$ cat src/rtl/persiana_pkg.sv
// Shared types and helpers for the blind position scheduler.
package persiana_pkg;

    typedef enum logic [1:0] {
        POS_INF = 2'b00,
        POS_MED = 2'b01,
        POS_SUP = 2'b10
    } pos_t;

    typedef enum logic [1:0] {
        SRC_NONE  = 2'b00,
        SRC_MAN   = 2'b01,
        SRC_SCHED = 2'b10,
        SRC_AUTO  = 2'b11
    } src_t;

    typedef enum logic [1:0] {
        IDLE   = 2'b00,
        MOVE   = 2'b01,
        SETTLE = 2'b10,
        FAULT  = 2'b11
    } state_t;

    localparam logic [1:0] POS_INVALID = 2'b11;

    function automatic logic pos_valid(input logic [1:0] pos);
        return pos != POS_INVALID;
    endfunction

    // End sensor that confirms the given target position.
    function automatic logic at_target(input logic [1:0] pos, input logic s_sup,
                                       input logic s_med, input logic s_inf);
        logic hit;
        hit = 1'b0;
        case (pos)
            POS_INF: hit = s_inf;
            POS_MED: hit = s_med;
            POS_SUP: hit = s_sup;
            default: hit = 1'b0;
        endcase
        return hit;
    endfunction

endpackage

$ cat src/rtl/persiana_contador.sv
// Generic CW-bit counter with clear/load/enable, up or down, and a terminal flag.
module persiana_contador #(
    parameter int unsigned CW = 16
) (
    input  logic          clk,
    input  logic          reset,
    input  logic          clr,
    input  logic          load,
    input  logic          en,
    input  logic          down,
    input  logic [CW-1:0] load_val,
    input  logic [CW-1:0] limit,
    output logic          term_c
);

    logic [CW-1:0] cnt_q;
    logic [CW-1:0] cnt_d;

    // Clear wins over load, load wins over counting.
    always_comb begin
        cnt_d = cnt_q;
        if (clr) begin
            cnt_d = '0;
        end else if (load) begin
            cnt_d = load_val;
        end else if (en) begin
            cnt_d = down ? cnt_q - CW'(1) : cnt_q + CW'(1);
        end
    end

    always_ff @(posedge clk) begin
        if (reset) begin
            cnt_q <= '0;
        end else begin
            cnt_q <= cnt_d;
        end
    end

    assign term_c = (cnt_q == limit);

endmodule

$ cat src/rtl/persiana_planificador.sv
// Arbitrates manual/schedule/light requests into a position command for the blind FSM
// and supervises the resulting motion, latching a fault on timeout or sensor conflict.
module persiana_planificador
    import persiana_pkg::*;
#(
    parameter int unsigned HOLD_CYC        = 8,
    parameter int unsigned TIMEOUT_CYC     = 1000,
    parameter int unsigned MANUAL_LOCK_CYC = 5000,
    parameter int unsigned CW              = 16
) (
    input  logic       reloj,
    input  logic       reset,
    input  logic       req_man_v,
    input  logic [1:0] req_man_pos,
    input  logic       req_sched_v,
    input  logic [1:0] req_sched_pos,
    input  logic       req_auto_v,
    input  logic [1:0] req_auto_pos,
    input  logic       subir,
    input  logic       bajar,
    input  logic       Ssup,
    input  logic       Smed,
    input  logic       Sinf,
    input  logic       fault_clr,
    output logic [1:0] P,
    output logic [1:0] grant,
    output logic [1:0] pos_actual,
    output logic       busy,
    output logic       fault
);

    state_t     state_q, state_d;
    logic [1:0] p_q, p_d;
    src_t       grant_q, grant_d;
    logic [1:0] pos_actual_q, pos_actual_d;
    logic       busy_q, busy_d;
    logic       fault_q, fault_d;

    logic       tmo_clr, tmo_en, tmo_term_c;
    logic       hold_clr, hold_en, hold_term_c;
    logic       lock_load, lock_zero_c;

    logic       win_v;
    src_t       win_src;
    logic [1:0] win_pos;
    logic       man_v;
    logic       conflict;
    logic       arrival;

    always_comb begin
        state_d      = state_q;
        p_d          = p_q;
        grant_d      = grant_q;
        pos_actual_d = pos_actual_q;
        tmo_clr      = 1'b0;
        tmo_en       = 1'b0;
        hold_clr     = 1'b0;
        hold_en      = 1'b0;
        lock_load    = 1'b0;
        win_v        = 1'b0;
        win_src      = SRC_NONE;
        win_pos      = req_man_pos;

        // Single winner; an invalid position kills it without falling through.
        if (req_man_v) begin
            win_v   = 1'b1;
            win_src = SRC_MAN;
            win_pos = req_man_pos;
        end else if (req_sched_v && lock_zero_c) begin
            win_v   = 1'b1;
            win_src = SRC_SCHED;
            win_pos = req_sched_pos;
        end else if (req_auto_v && lock_zero_c) begin
            win_v   = 1'b1;
            win_src = SRC_AUTO;
            win_pos = req_auto_pos;
        end
        win_v    = win_v && pos_valid(win_pos);
        man_v    = win_v && (win_src == SRC_MAN);
        conflict = (Ssup && Smed) || (Ssup && Sinf) || (Smed && Sinf);
        arrival  = at_target(p_q, Ssup, Smed, Sinf) && !subir && !bajar;

        case (state_q)
            IDLE: begin
                if (win_v && (win_pos != pos_actual_q)) begin
                    state_d   = MOVE;
                    p_d       = win_pos;
                    grant_d   = win_src;
                    tmo_clr   = 1'b1;
                    lock_load = (win_src == SRC_MAN);
                end
            end
            MOVE: begin
                if (conflict) begin
                    state_d = FAULT;
                    grant_d = SRC_NONE;
                end else if (arrival) begin
                    state_d      = SETTLE;
                    pos_actual_d = p_q;
                    hold_clr     = 1'b1;
                end else if (man_v && (win_pos != p_q)) begin
                    p_d       = win_pos;
                    grant_d   = SRC_MAN;
                    tmo_clr   = 1'b1;
                    lock_load = 1'b1;
                end else if (tmo_term_c) begin
                    state_d = FAULT;
                    grant_d = SRC_NONE;
                end else begin
                    tmo_en = 1'b1;
                end
            end
            SETTLE: begin
                if (man_v && (win_pos != pos_actual_q)) begin
                    state_d   = MOVE;
                    p_d       = win_pos;
                    grant_d   = SRC_MAN;
                    tmo_clr   = 1'b1;
                    lock_load = 1'b1;
                end else if (hold_term_c) begin
                    state_d = IDLE;
                    grant_d = SRC_NONE;
                end else begin
                    hold_en = 1'b1;
                end
            end
            FAULT: begin
                grant_d = SRC_NONE;
                if (fault_clr) begin
                    state_d = IDLE;
                end
            end
            default: begin
                state_d = IDLE;
            end
        endcase

        busy_d  = (state_d == MOVE) || (state_d == SETTLE);
        fault_d = (state_d == FAULT);
    end

    always_ff @(posedge reloj) begin
        if (reset) begin
            state_q      <= IDLE;
            p_q          <= 2'b00;
            grant_q      <= SRC_NONE;
            pos_actual_q <= 2'b00;
            busy_q       <= 1'b0;
            fault_q      <= 1'b0;
        end else begin
            state_q      <= state_d;
            p_q          <= p_d;
            grant_q      <= grant_d;
            pos_actual_q <= pos_actual_d;
            busy_q       <= busy_d;
            fault_q      <= fault_d;
        end
    end

    persiana_contador #(.CW(CW)) u_tmo (
        .clk      (reloj),
        .reset    (reset),
        .clr      (tmo_clr),
        .load     (1'b0),
        .en       (tmo_en),
        .down     (1'b0),
        .load_val ('0),
        .limit    (CW'(TIMEOUT_CYC - 1)),
        .term_c   (tmo_term_c)
    );

    persiana_contador #(.CW(CW)) u_hold (
        .clk      (reloj),
        .reset    (reset),
        .clr      (hold_clr),
        .load     (1'b0),
        .en       (hold_en),
        .down     (1'b0),
        .load_val ('0),
        .limit    (CW'(HOLD_CYC - 1)),
        .term_c   (hold_term_c)
    );

    // Manual lock counts down to zero and stays there.
    persiana_contador #(.CW(CW)) u_lock (
        .clk      (reloj),
        .reset    (reset),
        .clr      (1'b0),
        .load     (lock_load),
        .en       (!lock_zero_c),
        .down     (1'b1),
        .load_val (CW'(MANUAL_LOCK_CYC)),
        .limit    ('0),
        .term_c   (lock_zero_c)
    );

    assign P          = p_q;
    assign grant      = grant_q;
    assign pos_actual = pos_actual_q;
    assign busy       = busy_q;
    assign fault      = fault_q;

endmodule

$ cat config.mk
export PLATFORM = sky130hd
export DESIGN_NAME = persiana_planificador
export DESIGN_NICKNAME = d
export VERILOG_FILES = /design/src/rtl/persiana_pkg.sv /design/src/rtl/persiana_contador.sv /design/src/rtl/persiana_planificador.sv
export SDC_FILE = /design/constraint.sdc
export NUM_CORES = 1
export LEC_CHECK = 0
export CAP_MARGIN = 20
export CORE_MARGIN = 4
export CORE_UTILIZATION = 41
export DETAILED_ROUTE_END_ITERATION = 7
export GPL_ROUTABILITY_DRIVEN = 0
export SYNTH_ARGS = -nofsm -noshare
export SYNTH_HDL_FRONTEND = slang
export SYNTH_HIERARCHICAL = 1
export SYNTH_SLANG_ARGS = --single-unit
$ cat constraint.sdc
create_clock -name reloj -period 3.8 [get_ports reloj]
set_input_delay 0.76 -clock reloj [delete_from_list [all_inputs] [get_ports reloj]]
set_output_delay 0.76 -clock reloj [all_outputs]
set_load 0.05 [all_outputs]
==> out/qor.csv, run 1 <==
stage,metric,value,unit
setup_path,R2R setup slack,0.35,ns
setup_path,critical path's largest stage delay,0.38,ns
setup_path,Crit Path Category,register to register,
floorplanning,Die Span Y,126.5,um
setup_path,crit-path leading delay family,simple AND/OR/NAND/NOR gates,
cells_and_area,area grow syn2layout,22.79,%
placed_design,post-detail-place hpwl,11460,um
job,Max-Cap Viols,0,
outcome,status,completed,
grt,vias in the first global route,5337,
synthesis,"EDFF count, synth",0,
synthesis,Yosys top cell area share,20.17,%
floorplanning,Core Footprint,13830,um2
clocking,Max clock buf depth,2,
floorplanning,die area,16000,um2
placed_design,Port-buffer cells,24,
drt,DR iter-0 viols,263,
setup_path,crit path DAT,3.68,ns
cells_and_area,Fillers,1323,
grt,first-pass GRT wire length,25380,um
cells_and_area,design area,7071,um2
drt,DR WL/cell,13.70,um
cells_and_area,flip-flop and latch area,1161,um2
synthesis,fraction of registers with async set or reset after synthesis,0,%
setup_path,reg-to-reg startpoint,u_lock/cnt_q[0],
synthesis,top_reg_cell synth,dfxtp_1,
synthesis,YS warnings,6,
hold_path,Hold Crit Class,register to register,
clocking,Root Driver,clkbuf_16,
drt,DRT antenna net count,0,
clocking,Setup Buffers After CTS,0,
clocking,CTS buffer count,9,
setup_path,slowest CP cell,dfxtp_1,
synthesis,Synth area leader,dfxtp_1,
sta,hold slack,0.4820,ns
sta,Tcrit/Tclk final,90.71,%
setup_path,Crit. End Element,register,
sta,Slew @ Worst Pin,0.8407,ns
hold_path,hold path start,grant[0],
clocking,TritonCTS clock tree,built,
clocking,clk slew on worst S/H paths,0.05,ns
setup_path,CP Cell Sequence,xnor2_1 -> nand4_1 -> nor4_2 -> buf_4 -> and2b_1 -> a21oi_2 -> or2_2 -> xnor2_1 -> or2_2 -> nand2_1 -> a21oi_2 -> inv_2 -> and3_1 -> a21oi_1 -> nor2_1 -> a211o_1,
setup_path,reg2reg end,u_lock/cnt_q[13],
floorplanning,Initial Util,41.64,%
floorplanning,Top-Level Pins,25,
clocking,H-tree Lvls,3,
cells_and_area,Multi-input gate area,5014,um2
clocking,worst skew pair latency,0.34,ns
sta,Final Slew Violations,0,
synthesis,sequential share of the synthesized area,20.17,%
drt,Routed WL,14690,um
hold_path,sink of the worst hold path,grant[0],
hold_path,Hold Crit Depth,2,
sta,Setup Skew,0.003782,ns
cells_and_area,antenna fix cells,0,
setup_path,CP bufs+invs,2,
synthesis,Area contributors post-synth,"dfxtp_1, xnor2_1, ha_1",
setup_path,WP data required,4.03,ns
sta,Max Clk Rate,290.1,MHz
synthesis,Post-Syn Area,5758,um2
setup_path,crit start category,register,
synthesis,most frequent cells after synthesis,"a21oi_1, xnor2_1, dfxtp_1",
grt,grt ovf,0,
placed_design,DP Area,6778,um2
power,leakage dissipation,2.963,nW
sta,Fin. Hold Viols,0,
synthesis,Synth cell types,74,
synthesis,#FFs+latches synth,58,
drt,Initial DRT Pass Iterations,4,
floorplanning,chip width,126.5,um
cells_and_area,layout cells sized above 1,7.735,%
setup_path,"Max FO, Critical Path",12,
synthesis,synthesized instance count,716,
clocking,CTS hold repair buffers,0,
sta,Slew headroom,43.44,%
setup_path,r2r worst-path depth,16,
power,Tot Pwr,2.283,mW
grt,GR Util All Layers,19.10,%
drt,drc violations,0,
sta,unrepaired setup endpoints after global routing,false,
power,Max IR drop VDD,219.4,uV
drt,Avg Vias per Cell,5.145,
sta,final setup fails,0,
drt,vias,5515,
cells_and_area,layout net count,950,
power,power density cells,322.9,nW/um2
sta,min Tclk post-route,3.447,ns
grt,initial antenna violation count,0,
synthesis,post-synthesis average cell area,8.042,um2
floorplanning,Core Rows,43,
sta,Fin Setup TNS,0,ns
synthesis,most frequent cell after synthesis,a21oi_1,
clocking,clock sinks,58,
grt,largest net degree at the start of global routing,20,
what timing repair did:
action / in CTS / in global routing
setup endpoints to repair: 0 / 5
endpoints found under the hold margin: 0 / 0
resized for setup: 0 / 3
cells in the final DEF (no fill, tap or decap), drive strengths merged, types with 19 or more instances in the layout:
cell           synthesis  routed
nor2                  56      56
nand2                 39      39
conb                   2     154
and3                  19      19
xnor2                 71      71
ha                    43      43
nand4                 23      23
a21oi                 93      93
clkdlybuf4s50          0      24
dfxtp                 58      58
o21ai                 29      29
power by group:
| part | switching (mW) | internal (mW) |
|---|---|---|
| Sequential | 0.0587 | 0.657 |
| Combinational | 0.434 | 0.342 |
| Clock | 0.299 | 0.493 |
| Total | 0.791 | 1.49 |
flip-flops by register name (all words and copies together) (netlist names):
name          flops
P                 2
busy              1
fault             1
grant             2
pos_actual        2
state_q           2
u_hold/cnt_q     16
u_lock/cnt_q     16
u_tmo/cnt_q      16
worst max path at each step:
stage,start,endpoint,cells past startpoint
floorplan,u_lock/cnt_q[0],u_lock/cnt_q[1],15
global placement,req_sched_v,u_lock/cnt_q[13],13
detailed placement,req_auto_v,u_lock/cnt_q[13],13
CTS,u_lock/cnt_q[0],u_lock/cnt_q[13],16
global route,u_lock/cnt_q[0],u_hold/cnt_q[11],14
finish,u_lock/cnt_q[0],u_lock/cnt_q[13],16
worst reg2reg max path: stages (launching register included):
cell     delay (ns)
dfxtp_1        0.38
xnor2_1        0.23
nand4_1        0.15
nor4_2         0.32
buf_4          0.18
and2b_1        0.18
a21oi_2        0.10
or2_2          0.34
xnor2_1        0.24
or2_2          0.17
nand2_1        0.06
a21oi_2        0.28
inv_2          0.15
and3_1         0.19
a21oi_1        0.11
nor2_1         0.05
a211o_1        0.22
kinds of logic (layout without fill, tap and decap cells):
group / after synthesis / after routing / share of synthesized area [%]
compound gates: 247 / 247 / 29.90
xor+xnor: 83 / 83 / 12.62
fa+ha+maj: 47 / 47 / 10.58
buf+inv: 43 / 67 / 2.999
flops: 58 / 58 / 20.17
mux: 22 / 22 / 3.933
other cells: 2 / 154 / 0.1304
simple gates: 214 / 214 / 19.67
through the flow:
step           cells  utilization, %  setup WS (ns)
2_1_floorplan    868               -         0.6184
3_3_place_gp    1056           49.02         0.1841
3_5_place_dp    1056           49.02        0.06906
4_1_cts         1072           51.07         0.1500
5_1_grt         1072           51.14        0.01014
6_report        1072           51.14         0.3529
area by class of cell:
type | instances | area share [%]
repair buffers | 36 | 4.672
inverters | 15 | 0.7963
multi-input cells | 767 | 70.91
flip-flops and latches | 58 | 16.42
clock buffers | 14 | 3.875
clock inverters | 2 | 0.1416
well taps | 180 | 3.185
per-layer routing:
layer,track usage [%],vias up,part of all wire [%]
met5,0,-,0
met3,4.589,16,3.1
met2,33.90,76,50
met1,23.21,2545,46
met4,4.732,0,1.3
li1,-,2878,-
No activity file was read; power rests on OpenSTA's default activity.
==> run 2, diff against run 1 <==
--- a/config.mk
+++ b/config.mk
@@ -6,6 +6,7 @@
 export NUM_CORES = 1
 export LEC_CHECK = 0
 export CAP_MARGIN = 20
+export CORE_ASPECT_RATIO = 1.4
 export CORE_MARGIN = 4
 export CORE_UTILIZATION = 41
 export DETAILED_ROUTE_END_ITERATION = 7
==> out/qor.csv, run 2 (synthesis gave the netlist of run 1 again) <==
stage,metric,value,unit
sta,Final Slew Violations,0,
cells_and_area,flip-flop and latch area,1161,um2
clocking,clk slew on worst S/H paths,0.06,ns
sta,Slew @ Worst Pin,0.8404,ns
sta,Setup Skew,0.01010,ns
grt,initial antenna violation count,0,
drt,DRT antenna net count,0,
placed_design,post-detail-place hpwl,12140,um
clocking,CTS hold repair buffers,0,
setup_path,"Max FO, Critical Path",5,
grt,GR Util All Layers,19.78,%
outcome,status,completed,
sta,Fin. Hold Viols,0,
drt,DR iter-0 viols,196,
hold_path,Hold Crit Class,register to register,
sta,final setup fails,0,
setup_path,critical path's largest stage delay,0.53,ns
clocking,Root Driver,clkbuf_16,
sta,Tcrit/Tclk final,90.15,%
cells_and_area,layout net count,952,
grt,first-pass GRT wire length,25670,um
clocking,CTS buffer count,9,
hold_path,hold path start,grant[0],
sta,Worst Slack Setup Final,0.3743,ns
setup_path,Crit Path Category,primary input to register,
sta,Max Clk Rate,291.9,MHz
power,Max IR drop VDD,201.1,uV
cells_and_area,most frequent cells in the layout,"conb_1, a21oi_1, xnor2_1",
clocking,clock sinks,58,
power,leakage dissipation,3.007,nW
clocking,H-tree Lvls,3,
floorplanning,Die Span Y,148.2,um
sta,Fin Setup TNS,0,ns
clocking,worst skew pair latency,0.33,ns
floorplanning,Core Footprint,13850,um2
cells_and_area,Top Registers,"u_hold/cnt_q x16, u_lock/cnt_q x16, u_tmo/cnt_q x16",
job,Max-Cap Viols,0,
floorplanning,Initial Util,41.58,%
cells_and_area,antenna fix cells,0,
cells_and_area,"most common cell after layout, fill and taps aside",conb_1,
setup_path,most frequent CP cell,a21oi_1,
floorplanning,die area,16030,um2
placed_design,Port-buffer cells,24,
setup_path,reg-to-reg startpoint,u_lock/cnt_q[0],
setup_path,crit path DAT,3.68,ns
drt,vias,5550,
setup_path,crit start category,primary input,
drt,drc violations,0,
power,power density cells,344.5,nW/um2
floorplanning,Top-Level Pins,25,
drt,DR WL/cell,14.04,um
sta,Slew headroom,43.46,%
cells_and_area,area grow syn2layout,24.55,%
setup_path,CP startpoint,req_auto_v,
setup_path,slowest CP cell,clkdlybuf4s50_1,
cells_and_area,Multi-input gate area,5012,um2
setup_path,WP data required,4.05,ns
sta,min Tclk post-route,3.426,ns
grt,vias in the first global route,5430,
clocking,Max clock buf depth,2,
sta,unrepaired setup endpoints after global routing,false,
placed_design,worst slack at placement,0.05024,ns
clocking,TritonCTS clock tree,built,
grt,largest net degree at the start of global routing,20,
setup_path,CP Cell Sequence,clkdlybuf4s50_1 -> or3b_1 -> a21oi_1 -> or3_1 -> and2_1 -> nand2_1 -> a21oi_1 -> inv_1 -> nor3_2 -> nand2b_1 -> o31a_1 -> o211ai_1,
drt,Routed WL,15150,um
drt,Initial DRT Pass Iterations,5,
cells_and_area,layout cells sized above 1,7.830,%
setup_path,Crit. End Element,register,
floorplanning,chip width,108.2,um
floorplanning,Core Rows,51,
grt,grt ovf,0,
cells_and_area,Fillers,1381,
drt,Avg Vias per Cell,5.144,
## run 2: layout make-up
type	count	share of cell area (%)
clock buffers	11	3.524
inverters	15	0.7851
flip-flops and latches	58	16.19
well taps	185	3.227
multi-input cells	767	69.89
repair buffers	38	4.990
clock inverters	5	1.396
## run 2: worst paths after layout
kind / endpoint / slack (ns) / cells past startpoint
max: u_hold/cnt_q[15] / 0.37 / 12
min: grant[0] / 0.48 / 2
max reg2reg: u_lock/cnt_q[13] / 0.39 / 15
min reg2reg: grant[0] / 0.48 / 2
## run 2: power by group
group	switching, mW	internal, mW
registers	0.0602	0.657
logic	0.438	0.344
clock network	0.298	0.674
total	0.795	1.68
## run 2: worst max-delay path, delay by kind of cell
family	cells	cell delay, ns
AOI/OAI and AO/OA	4	0.98
buffers and inverters	2	0.65
and+or+nand+nor	6	1.29
## run 2: stage by stage
stage                     power [mW]  instances  hold slack (ns)  util [%]  area (um2)
after floorplan                1.322        868           0.5366         -        6329
after detailed placement       1.495       1063           0.4748     49.19        6812
after global placement         1.481       1063           0.4699     49.19        6812
after global routing           2.620       1079           0.5146     51.79        7172
final                          2.471       1079           0.4828     51.79        7172
after CTS                      2.483       1079           0.4837     51.74        7164
## run 2: repair_timing
| action | CTS | global route |
|---|---|---|
| setup buffers | 0 | 0 |
| gates resized for setup | 0 | 1 |
| setup endpoints to repair | 0 | 1 |
## run 2: metal layers
metal | GRT usage, % | part of all wire (%) | wire length, um | up-vias
met3 | 2.258 | 1.9 | 284 | 27
met2 | 38.79 | 56 | 8443 | 79
met4 | 6.759 | 2.2 | 334 | 0
li1 | - | - | - | 2885
met5 | 0 | 0 | 0 | -
met1 | 21.39 | 40 | 6082 | 2559
